**src/rtl/seg_capture.sv**
```systemverilog
// Seven-segment clock display capture: decodes multiplexed digits into hours/minutes.
// Optional SEG_CAPTURE_GLITCH_FILTER_EN accepts a sample only once it is held two cycles.
module seg_capture (
  input  logic        clock,
  input  logic        reset,
  input  logic [3:0]  bytee,
  input  logic [6:0]  segment,
  output logic [11:0] data_out,
  output logic        data_valid,
  output logic        frame_err
);

  typedef enum logic {COLLECT, CHECK} state_e;

  state_e state_q, state_d;
  logic [3:0][3:0] dig_q, dig_d;
  logic [3:0] inv_q, inv_d;
  logic [3:0] seen_q, seen_d;
  logic [11:0] out_q, out_d;
  logic vld_q, vld_d;
  logic err_q, err_d;

  logic onehot, take, bad, ok;
  logic [3:0] dec;
  logic [6:0] mins, hrs;

  assign onehot = $onehot(bytee);

`ifdef SEG_CAPTURE_GLITCH_FILTER_EN
  logic [10:0] prev_q;
  logic taken_q, taken_d, match;

  // taken_q stops a long-held sample being accepted more than once
  assign match   = ({bytee, segment} == prev_q);
  assign take    = onehot && match && !taken_q;
  assign taken_d = match && (taken_q || take);

  always_ff @(posedge clock or negedge reset) begin
    if (!reset) begin
      prev_q  <= '0;
      taken_q <= 1'b0;
    end else begin
      prev_q  <= {bytee, segment};
      taken_q <= taken_d;
    end
  end
`else
  assign take = onehot;
`endif

  always_comb begin
    dec = 4'd0;
    bad = 1'b0;
    unique case (segment)
      7'h3F: dec = 4'd0;
      7'h06: dec = 4'd1;
      7'h5B: dec = 4'd2;
      7'h4F: dec = 4'd3;
      7'h66: dec = 4'd4;
      7'h6D: dec = 4'd5;
      7'h7D: dec = 4'd6;
      7'h07: dec = 4'd7;
      7'h7F: dec = 4'd8;
      7'h6F: dec = 4'd9;
      default: bad = 1'b1;
    endcase
  end

  // 7 bits so an invalid tens digit cannot wrap into range
  assign mins = 7'(dig_q[1]) * 7'd10 + 7'(dig_q[0]);
  assign hrs  = 7'(dig_q[3]) * 7'd10 + 7'(dig_q[2]);
  assign ok   = ~|inv_q && (mins <= 7'd59) && (hrs <= 7'd23);

  always_comb begin
    state_d = state_q;
    dig_d   = dig_q;
    inv_d   = inv_q;
    seen_d  = seen_q;
    out_d   = out_q;
    vld_d   = 1'b0;
    err_d   = 1'b0;
    unique case (state_q)
      COLLECT: begin
        if (&seen_q) state_d = CHECK;
      end
      CHECK: begin
        state_d = COLLECT;
        seen_d  = '0;
        inv_d   = '0;
        if (ok) begin
          out_d = {hrs[5:0], mins[5:0]};
          vld_d = 1'b1;
        end else begin
          err_d = 1'b1;
        end
      end
      default: state_d = COLLECT;
    endcase
    if (take) begin
      for (int i = 0; i < 4; i++) begin
        if (bytee[i]) begin
          dig_d[i]  = dec;
          inv_d[i]  = bad;
          seen_d[i] = 1'b1;
        end
      end
    end
  end

  always_ff @(posedge clock or negedge reset) begin
    if (!reset) begin
      state_q <= COLLECT;
      dig_q   <= '0;
      inv_q   <= '0;
      seen_q  <= '0;
      out_q   <= '0;
      vld_q   <= 1'b0;
      err_q   <= 1'b0;
    end else begin
      state_q <= state_d;
      dig_q   <= dig_d;
      inv_q   <= inv_d;
      seen_q  <= seen_d;
      out_q   <= out_d;
      vld_q   <= vld_d;
      err_q   <= err_d;
    end
  end

  assign data_out   = out_q;
  assign data_valid = vld_q;
  assign frame_err  = err_q;

endmodule

```
**config.mk**
```make
export PLATFORM = sky130hd
export DESIGN_NAME = seg_capture
export DESIGN_NICKNAME = d
export VERILOG_FILES = /design/src/rtl/seg_capture.sv
export SDC_FILE = /design/constraint.sdc
export NUM_CORES = 1
export LEC_CHECK = 0
export CAP_MARGIN = 20
export CORE_MARGIN = 1
export CORE_UTILIZATION = 28
export CTS_BUF_LIST = sky130_fd_sc_hd__clkbuf_16
export DETAILED_ROUTE_END_ITERATION = 10
export DONT_BUFFER_PORTS = 1
export GPL_TIMING_DRIVEN = 0
export SLEW_MARGIN = 20
export SYNTH_ARGS = -nofsm -noshare
export SYNTH_HDL_FRONTEND = slang
export SYNTH_SLANG_ARGS = --single-unit
export TNS_END_PERCENT = 50
```
**constraint.sdc**
```tcl
create_clock -name clock -period 5.6 [get_ports clock]
set_clock_uncertainty 0.05 [all_clocks]
set_input_delay 1.12 -clock clock [delete_from_list [all_inputs] [get_ports clock]]
set_output_delay 1.12 -clock clock [all_outputs]
set_load 0.005 [all_outputs]
```
# ---- After elaboration in Yosys (flattened, before gate mapping)
# Index checks and enable logic that the tools add are counted.
dict set report totals {
  ff_bits 39
  output_inout_bits 14
}
dict set report op_classes {
  n_eq_ne 11
  bitwise_logic 1
  reduce_logical 11
  n_addsub 5
  n_mux 20
  n_mul 2
  n_lt_le_gt_ge 2
}
# operator n
set ops {}
lappend ops {{7-bit == test, second input constant} 7}
lappend ops {{4-bit case mux with 9 select lines} 1}
lappend ops {{4-bit 2-to-1 mux} 4}
lappend ops {{7-bit by 4-bit adder with 7-bit output} 2}
lappend ops {{7-bit by 3-bit == test with 1-bit output, second input constant} 2}
lappend ops {{1-bit 2-to-1 mux} 14}
lappend ops {{4-bit by 3-bit multiplier with 6-bit output, second input constant} 2}
lappend ops {{2-bit AND reduction} 5}
lappend ops {{10-bit OR reduction} 1}
lappend ops {{7-bit by 6-bit == test with 1-bit output, second input constant} 1}
lappend ops {{7-bit by 5-bit <= comparator with 1-bit output, second input constant} 1}
lappend ops {{7-bit by 6-bit <= comparator with 1-bit output, second input constant} 1}
lappend ops {{1-bit by 1-bit adder with 2-bit output} 2}
lappend ops {{4-bit AND reduction} 1}
lappend ops {{4-bit OR reduction} 1}
lappend ops {{2-bit by 2-bit adder with 3-bit output} 1}
lappend ops {{3-bit by 1-bit == test with 1-bit output, second input constant} 1}
lappend ops {{1-bit logical AND} 2}
lappend ops {{1-bit case mux with 2 select lines} 1}
lappend ops {{1-bit zero test} 1}
lappend ops {{1-bit NOT} 1}

# ---- Longest topological paths before layout
# Gate-level depths: netlist of the first run.
dict set report logic_depth {
  depth_word 7
  ltp_mapped 11
}

# ---- Least setup slack after synthesis of the first run
# No wires, ideal clock.
dict set report synth_timing {
  path_type {input -> register}
  from {input bytee[0]}
  to {register dig_q[10] (netlist bit)}
  path_slack_ps 2513
  cell_stages 10
  arrival_time_ps 2900
  setup_time_ps 137
  n_path_buf 1
  cell_sequence {inv_1 > fa_1 > inv_1 > ha_1 > ha_1 > nor3b_1 > nand2_1 > clkbuf_1 > nand2_1 > o21ai_0}
}
dict set report synth_between {
  elab_chain_len 4
}
# item line_no
set synth_lines {}
lappend synth_lines {{from (decl)} 6} ;# input logic [3:0] bytee,
lappend synth_lines {{1-bit by 1-bit adder with 2-bit output (implied by the code)} 27} ;# assign onehot = $onehot(bytee);
lappend synth_lines {{2-bit by 2-bit adder with 3-bit output (implied by the code)} 27}
lappend synth_lines {{3-bit by 1-bit == test with 1-bit output} 27}
lappend synth_lines {{2-bit AND reduction (no source line)} n/a}
lappend synth_lines {{to (signal assigned)} 121} ;# dig_q <= dig_d;
lappend synth_lines {{to (decl)} 16} ;# logic [3:0][3:0] dig_q, dig_d;
# Every way passes these cells.
# A chain may end at the register's enable or synchronous reset.

# ---- Worst setup path after layout of the first run
dict set report layout_timing {
  from {register dig_q[5] (netlist bit)}
  to {register out_q[9], in the netlist data_out[9]}
}
dict set report layout_between {
  elab_chain_len 6
}
# item line_no
set layout_lines {}
lappend layout_lines {{4-bit by 3-bit multiplier with 6-bit output} 70} ;# assign mins = 7'(dig_q[1]) * 7'd10 + 7'(dig_q[0]);
lappend layout_lines {{7-bit by 4-bit adder with 7-bit output} 70}
lappend layout_lines {{7-bit by 6-bit <= comparator with 1-bit output} 72} ;# assign ok = ~|inv_q && (mins <= 7'd59) && (hrs <= 7'd23);
lappend layout_lines {{1-bit logical AND (2 in series)} 72}
lappend layout_lines {{2-bit AND reduction (no source line)} n/a}
lappend layout_lines {{to (signal assigned)} 124} ;# out_q <= out_d;
lappend layout_lines {{to (decl)} 19} ;# logic [11:0] out_q, out_d;
# Every way passes these cells.

==> results of run 1 <==
## worst max-delay path, stage by stage, from the launching register on
cell and delay [ns]:
dfrtp_1 0.43, ha_1 0.31, ha_1 0.19, inv_1 0.06
fa_1 0.48, and3_1 0.20, o211a_1 0.21, maj3_2 0.31
o21ai_2 0.16, nand4_2 0.19, buf_6 0.21, mux2_4 0.30
## power breakdown
part / leakage, nW / switching, mW / internal [mW] / total, mW
Combinational: 0.567 / 0.0754 / 0.0660 / 0.141
Clock: 0.0701 / 0.103 / 0.160 / 0.263
Sequential: 0.524 / 0.0377 / 0.344 / 0.381
## per-layer routing
layer,vias to the layer above,track usage (%),part of all wire [%]
li1,738,-,-
met1,690,14.9,52
met3,6,4.40,6.3
met5,-,0,0
met2,37,14.2,40
met4,0,3.69,1.6
## worst min path at each step
stage / end / cells past startpoint / startpoint / slack (ns)
3_3_place_gp: dig_q[0] / 2 / dig_q[0] / 0.41
6_report: dig_q[0] / 2 / dig_q[0] / 0.43
4_1_cts: dig_q[0] / 2 / dig_q[0] / 0.43
3_5_place_dp: dig_q[0] / 2 / dig_q[0] / 0.42
2_1_floorplan: seen_q[2] / 2 / seen_q[2] / 0.39
5_1_grt: dig_q[10] / 0 / reset / 0.47
## placed cells by master (no fill, tap or decap), drive strengths merged, types with 2 or more instances in the layout
master and instances:
dfrtp 39, a21oi 5, clkbuf 12, nand4 3
ha 14, nand3 7, nor4 2, a31oi 2
inv 22, or3 2, mux2 10, nand2 29
nor2b 3, nor2 5, clkinv 2, xor2 6
nor4b 2, o21ai 26, xnor2 4, nor3 2
nor3b 4, fa 5
## area by class of cell
| class | instances | area share, % |
|---|---|---|
| Inverter | 21 | 3.26 |
| Clock inverter | 3 | 0.465 |
| Buffer | 8 | 1.55 |
| Tap cell | 99 | 5.12 |
| Sequential cell | 39 | 40.3 |
| Clock buffer | 5 | 5.17 |
| Multi-Input combinational cell | 144 | 44.1 |
## cells by family (layout without fill, tap and decap cells)
family | after synthesis | count (layout)
flops | 39 | 39
compound gates | 39 | 39
mux | 11 | 11
buf+inv | 29 | 37
xor+xnor | 10 | 10
simple gates | 64 | 64
fa+ha+maj | 20 | 20
## stage by stage
| step | worst slack, ns | hold slack, ns | cells | area [um^2] |
|---|---|---|---|---|
| global route | 2.20 | 0.468 | 319 | 2420 |
| finish | 2.38 | 0.430 | 319 | 2420 |
| detailed placement | 2.28 | 0.422 | 311 | 2280 |
| floorplan | 2.51 | 0.394 | 212 | 2160 |
| CTS | 2.35 | 0.434 | 319 | 2420 |
| global placement | 2.33 | 0.413 | 311 | 2280 |
## flip-flops by register name (all words and copies together) (netlist names)
register    cells
state_q         1
dig_q          16
data_valid      1
frame_err       1
seen_q          4
inv_q           4
data_out       12
==> results.cfg, run 1 <==
[outcome]
status = complete, no violations

[clock_network]
hold_buffers = 0
cts.repair.resized = 0
post_cts_buffers = 0
clock_path_buffers = 2
cts.sinks = 39
cts_buffers = 5
root_buffer = clkbuf_16
clk_latency_ns = 0.28
htreeDepth = 2
clk_pin_slew_worst_paths_ns = 0.05
cts_tree = built

[worst_setup_path]
end_kind = flop
ff2ff_setup_slack_ns = 2.38
crit_end = data_out[9]
reg2reg_depth = 11
arrival_ns = 3.34
r2r_start = dig_q[5]
start_kind = flop
startpoint = dig_q[5]
cp_max_fo = 10
reg2reg_to = data_out[9]
crit_required_ns = 5.72
path_class = reg2reg

[power_and_ir_drop]
p_leak_nw = 1.16
vdd_drop_max_v = 0.0000982
total_power_uw = 786
power_density_nw_per_um2 = 325

[global_routing]
grt_pass1_vias = 1432
grt_antenna_before_repair = 0
grt.overflow.total = 0
grt_max_degree = 40
grt_util_all_layers_pct = 10.6
grt_pass1_wl_um = 6710

[yosys]
yosysTopAreaCell = dfrtp_1
synth-compound-area-share_pct = 10.2
synth_edf_count = 0
synth_area_leaders = dfrtp_1 (45%), ha_1 (8.1%), o21ai_0 (5.8%)
synthFlopType = dfrtp_1
ys_seq_area_share_pct = 45.2
synth_top_family_by_area = simple AND/OR/NAND/NOR gates
syn_nets = 244
avgSynthCellArea_um2 = 10.2
syn_area_um2 = 2160
synth.area.mux_share_pct = 6.89
synth-xor-area-share_pct = 4.05
syn_inst = 212
synthArstFlopShare_pct = 100
yosysWarnings = 0
synth-seq-cells = 39
synth_cell_types = 38
synthAdderAreaFrac_pct = 13.3
yosys.area_share.simple_pct = 15.0
yosysMostFrequentCell = dfrtp_1
synth_common_cells = dfrtp_1 (39), nand2_1 (29), o21ai_0 (25)
synth_top_area_share_pct = 45.2

[die]
die_height_um = 89.8
core_um2 = 7370
ios = 27
row_count = 31
start_util_pct = 29.3
die_area_um2 = 8070
die_w_um = 89.8

[sta]
relSlewSlack_pct = 58.9
tightest_slew_ns = 0.608
max_freq_mhz = 310
hold_viol = 0
layout_min_cycle_time_ns = 3.22
rsz0062_at_grt = false
tns_ns = 0
slew_violations = 0
setup_viol = 0
finalCritPeriodShare_pct = 57.5

[route]
firstDrtPassIters = 4
viasPerCell = 4.61
antenna_left = 0
drc = 0
avgRoutedWirePerCell_um = 11.9
drt_iter0_drc = 54
routed_wl_um = 3810
vias = 1471

[finish]
antennaDiodeCount = 0
seq_area_um2 = 976
drive_gt1_share_pct = 9.09
area_growth_pct = 12.0
multi_input_area_um2 = 1070
nFillCells = 771
nets = 251
utilization_pct = 32.9

[placed_design]
dp.final_hpwl_um = 2970
gp_congestion = 0.720
io_buffers = 0

[min_path]
holdCritPathClass = reg2reg

[flow_run]
max_cap_viol_count = 0
Power figures use the tool's default switching activity.
==> run 2, diff against run 1 <==
==> constraint.sdc (replaced) <==
create_clock -name clock -period 3.3 [get_ports clock]
set_clock_uncertainty 0.05 [all_clocks]
set_input_delay 0.66 -clock clock [delete_from_list [all_inputs] [get_ports clock]]
set_output_delay 0.66 -clock clock [all_outputs]
set_load 0.005 [all_outputs]
==> run 2 against run 1 <==
Net effect: critical path depth unchanged; flip-flop and latch count is the same; sequential power up 70%; routed wire length grew 4.9%; register-to-register slack got worse by 2.3 ns; design area grew 3.7%; via count is 1.6% higher; clock power grew 70%; highest routed layer unchanged.
==> results.cfg, run 2 (synthesized netlist as in run 1, its figures left out) <==
[route]
avgRoutedWirePerCell_um = 12.3
antenna_left = 0
viasPerCell = 4.60
routed_wl_um = 4000
drc = 0
vias = 1495
firstDrtPassIters = 4
drt_iter0_drc = 55

[finish]
antennaDiodeCount = 0
multi_input_area_um2 = 1090
fin_area_um2 = 2510
area_growth_pct = 16.2
final_cell_mix = dfrtp_1 (39), nand2_1 (29), o21ai_0 (25)
nets = 257
largest_register_ffs = 16
largest_register = dig_q
layout_commonest_cell = dfrtp_1
utilization_pct = 34.1
drive_gt1_share_pct = 12.8
nFillCells = 763
fin_cells = 325
seq_area_um2 = 976

[sta]
tns_ns = 0
max_freq_mhz = 313
hold_viol = 0
slew_violations = 0
finalCritPeriodShare_pct = 96.9
setup_viol = 0
relSlewSlack_pct = 58.8
tightest_slew_ns = 0.610
layout_min_cycle_time_ns = 3.20
holdWs_ns = 0.0205

[worst_setup_path]
crit_chain = ha_1 -> ha_1 -> inv_2 -> fa_2 -> and3_4 -> o211a_1 -> maj3_2 -> o21ai_4 -> nand4_4 -> clkbuf_16 -> mux2_4
crit_required_ns = 3.42
end_kind = flop
crit_family = adder cells
cp_max_fo = 5
cp.buffers_inverters = 2
path_class = reg2reg
arrival_ns = 3.31
crit_slowest_cell = fa_2
crit_top_cell = ha_1
start_kind = flop
cpPeakStageDelay_ns = 0.46

[clock_network]
clk_pin_slew_worst_paths_ns = 0.05
hold_buffers = 0
cts_buffers = 5
htreeDepth = 2
cts.sinks = 39
root_buffer = clkbuf_16
cts_tree = built
clk_latency_ns = 0.28
clock_path_buffers = 2

[min_path]
holdCritPathClass = in2async

[global_routing]
grt_util_all_layers_pct = 10.6
grt_pass1_vias = 1432
grt_pass1_wl_um = 6710
grt_max_degree = 40
grt_antenna_before_repair = 0
grt.overflow.total = 0

[power_and_ir_drop]
p_leak_nw = 1.20
vdd_drop_max_v = 0.000168
power_density_nw_per_um2 = 538

[die]
die_area_um2 = 8070
start_util_pct = 29.3
core_um2 = 7370
die_height_um = 89.8
row_count = 31
die_w_um = 89.8
ios = 27

[placed_design]
postPlaceCellArea_um2 = 2280
gp_congestion = 0.720
io_buffers = 0
dp.final_hpwl_um = 2970
dp_cells = 311

[flow_run]
max_cap_viol_count = 0

[outcome]
status = complete, no violations
[run 2: repair_timing]
| action | in CTS | in global routing |
|---|---|---|
| resized for setup | 0 | 6 |
| endpoints found under the setup margin | 0 | 7 |
| endpoints found under the hold margin | 0 | 0 |
| setup buffers | 0 | 5 |
[run 2: worst reg2reg max path, cell delays in order, from the launching register on]
cell and delay [ns]:
dfrtp_1 0.40, ha_1 0.30, ha_1 0.20, inv_2 0.06, fa_2 0.46, and3_4 0.18, o211a_1 0.21, maj3_2 0.32
o21ai_4 0.20, nand4_4 0.18, clkbuf_16 0.22, mux2_4 0.28
[run 2: path summary, 6_finish.rpt]
kind                            cells past startpoint  slack, ns       from     endpoint
worst max-delay path                               11       0.10   dig_q[7]  data_out[5]
worst min-delay path                                0       0.02      reset    dig_q[10]
worst max register to register                     11       0.10   dig_q[7]  data_out[5]
worst min register to register                      2       0.43  seen_q[2]    seen_q[2]
max in group asynchronous                           0       3.10      reset     inv_q[3]
min in group clock                                  2       0.43  seen_q[2]    seen_q[2]
[run 2: stage by stage]
step	power [mW]	worst slack, ns
after floorplan	0.836	0.260
after global placement	0.888	0.0857
after detailed placement	0.899	0.0539
after CTS	1.35	0.0477
after global routing	1.44	-0.00246
final	1.35	0.101
[run 2: area by class of cell]
type                       instances  area share (%)
timing repair buffer               6            2.49
sequential                        39            38.9
buffer                             8            1.64
multi-input combinational        144            43.5
tap                               99            4.93
clock inverter                     3           0.448
inverter                          21            3.14
clock buffer                       5            4.98
[run 2: power breakdown]
| part | leakage, nW | total [mW] | internal, mW | switching [mW] |
|---|---|---|---|---|
| clock | 0.0701 | 0.446 | 0.271 | 0.174 |
| combinational | 0.608 | 0.258 | 0.123 | 0.135 |
| sequential | 0.524 | 0.648 | 0.583 | 0.0650 |
| total | 1.20 | 1.35 | 0.977 | 0.374 |
[run 2: layer usage]
metal  GRT usage (%)  routed length, um  up-vias
li1                -                  -      752
met1            14.9               2080      703
met2            14.2               1650       36
met3            4.40                219        4
met4            3.69                 41        0
met5               0                  0        -
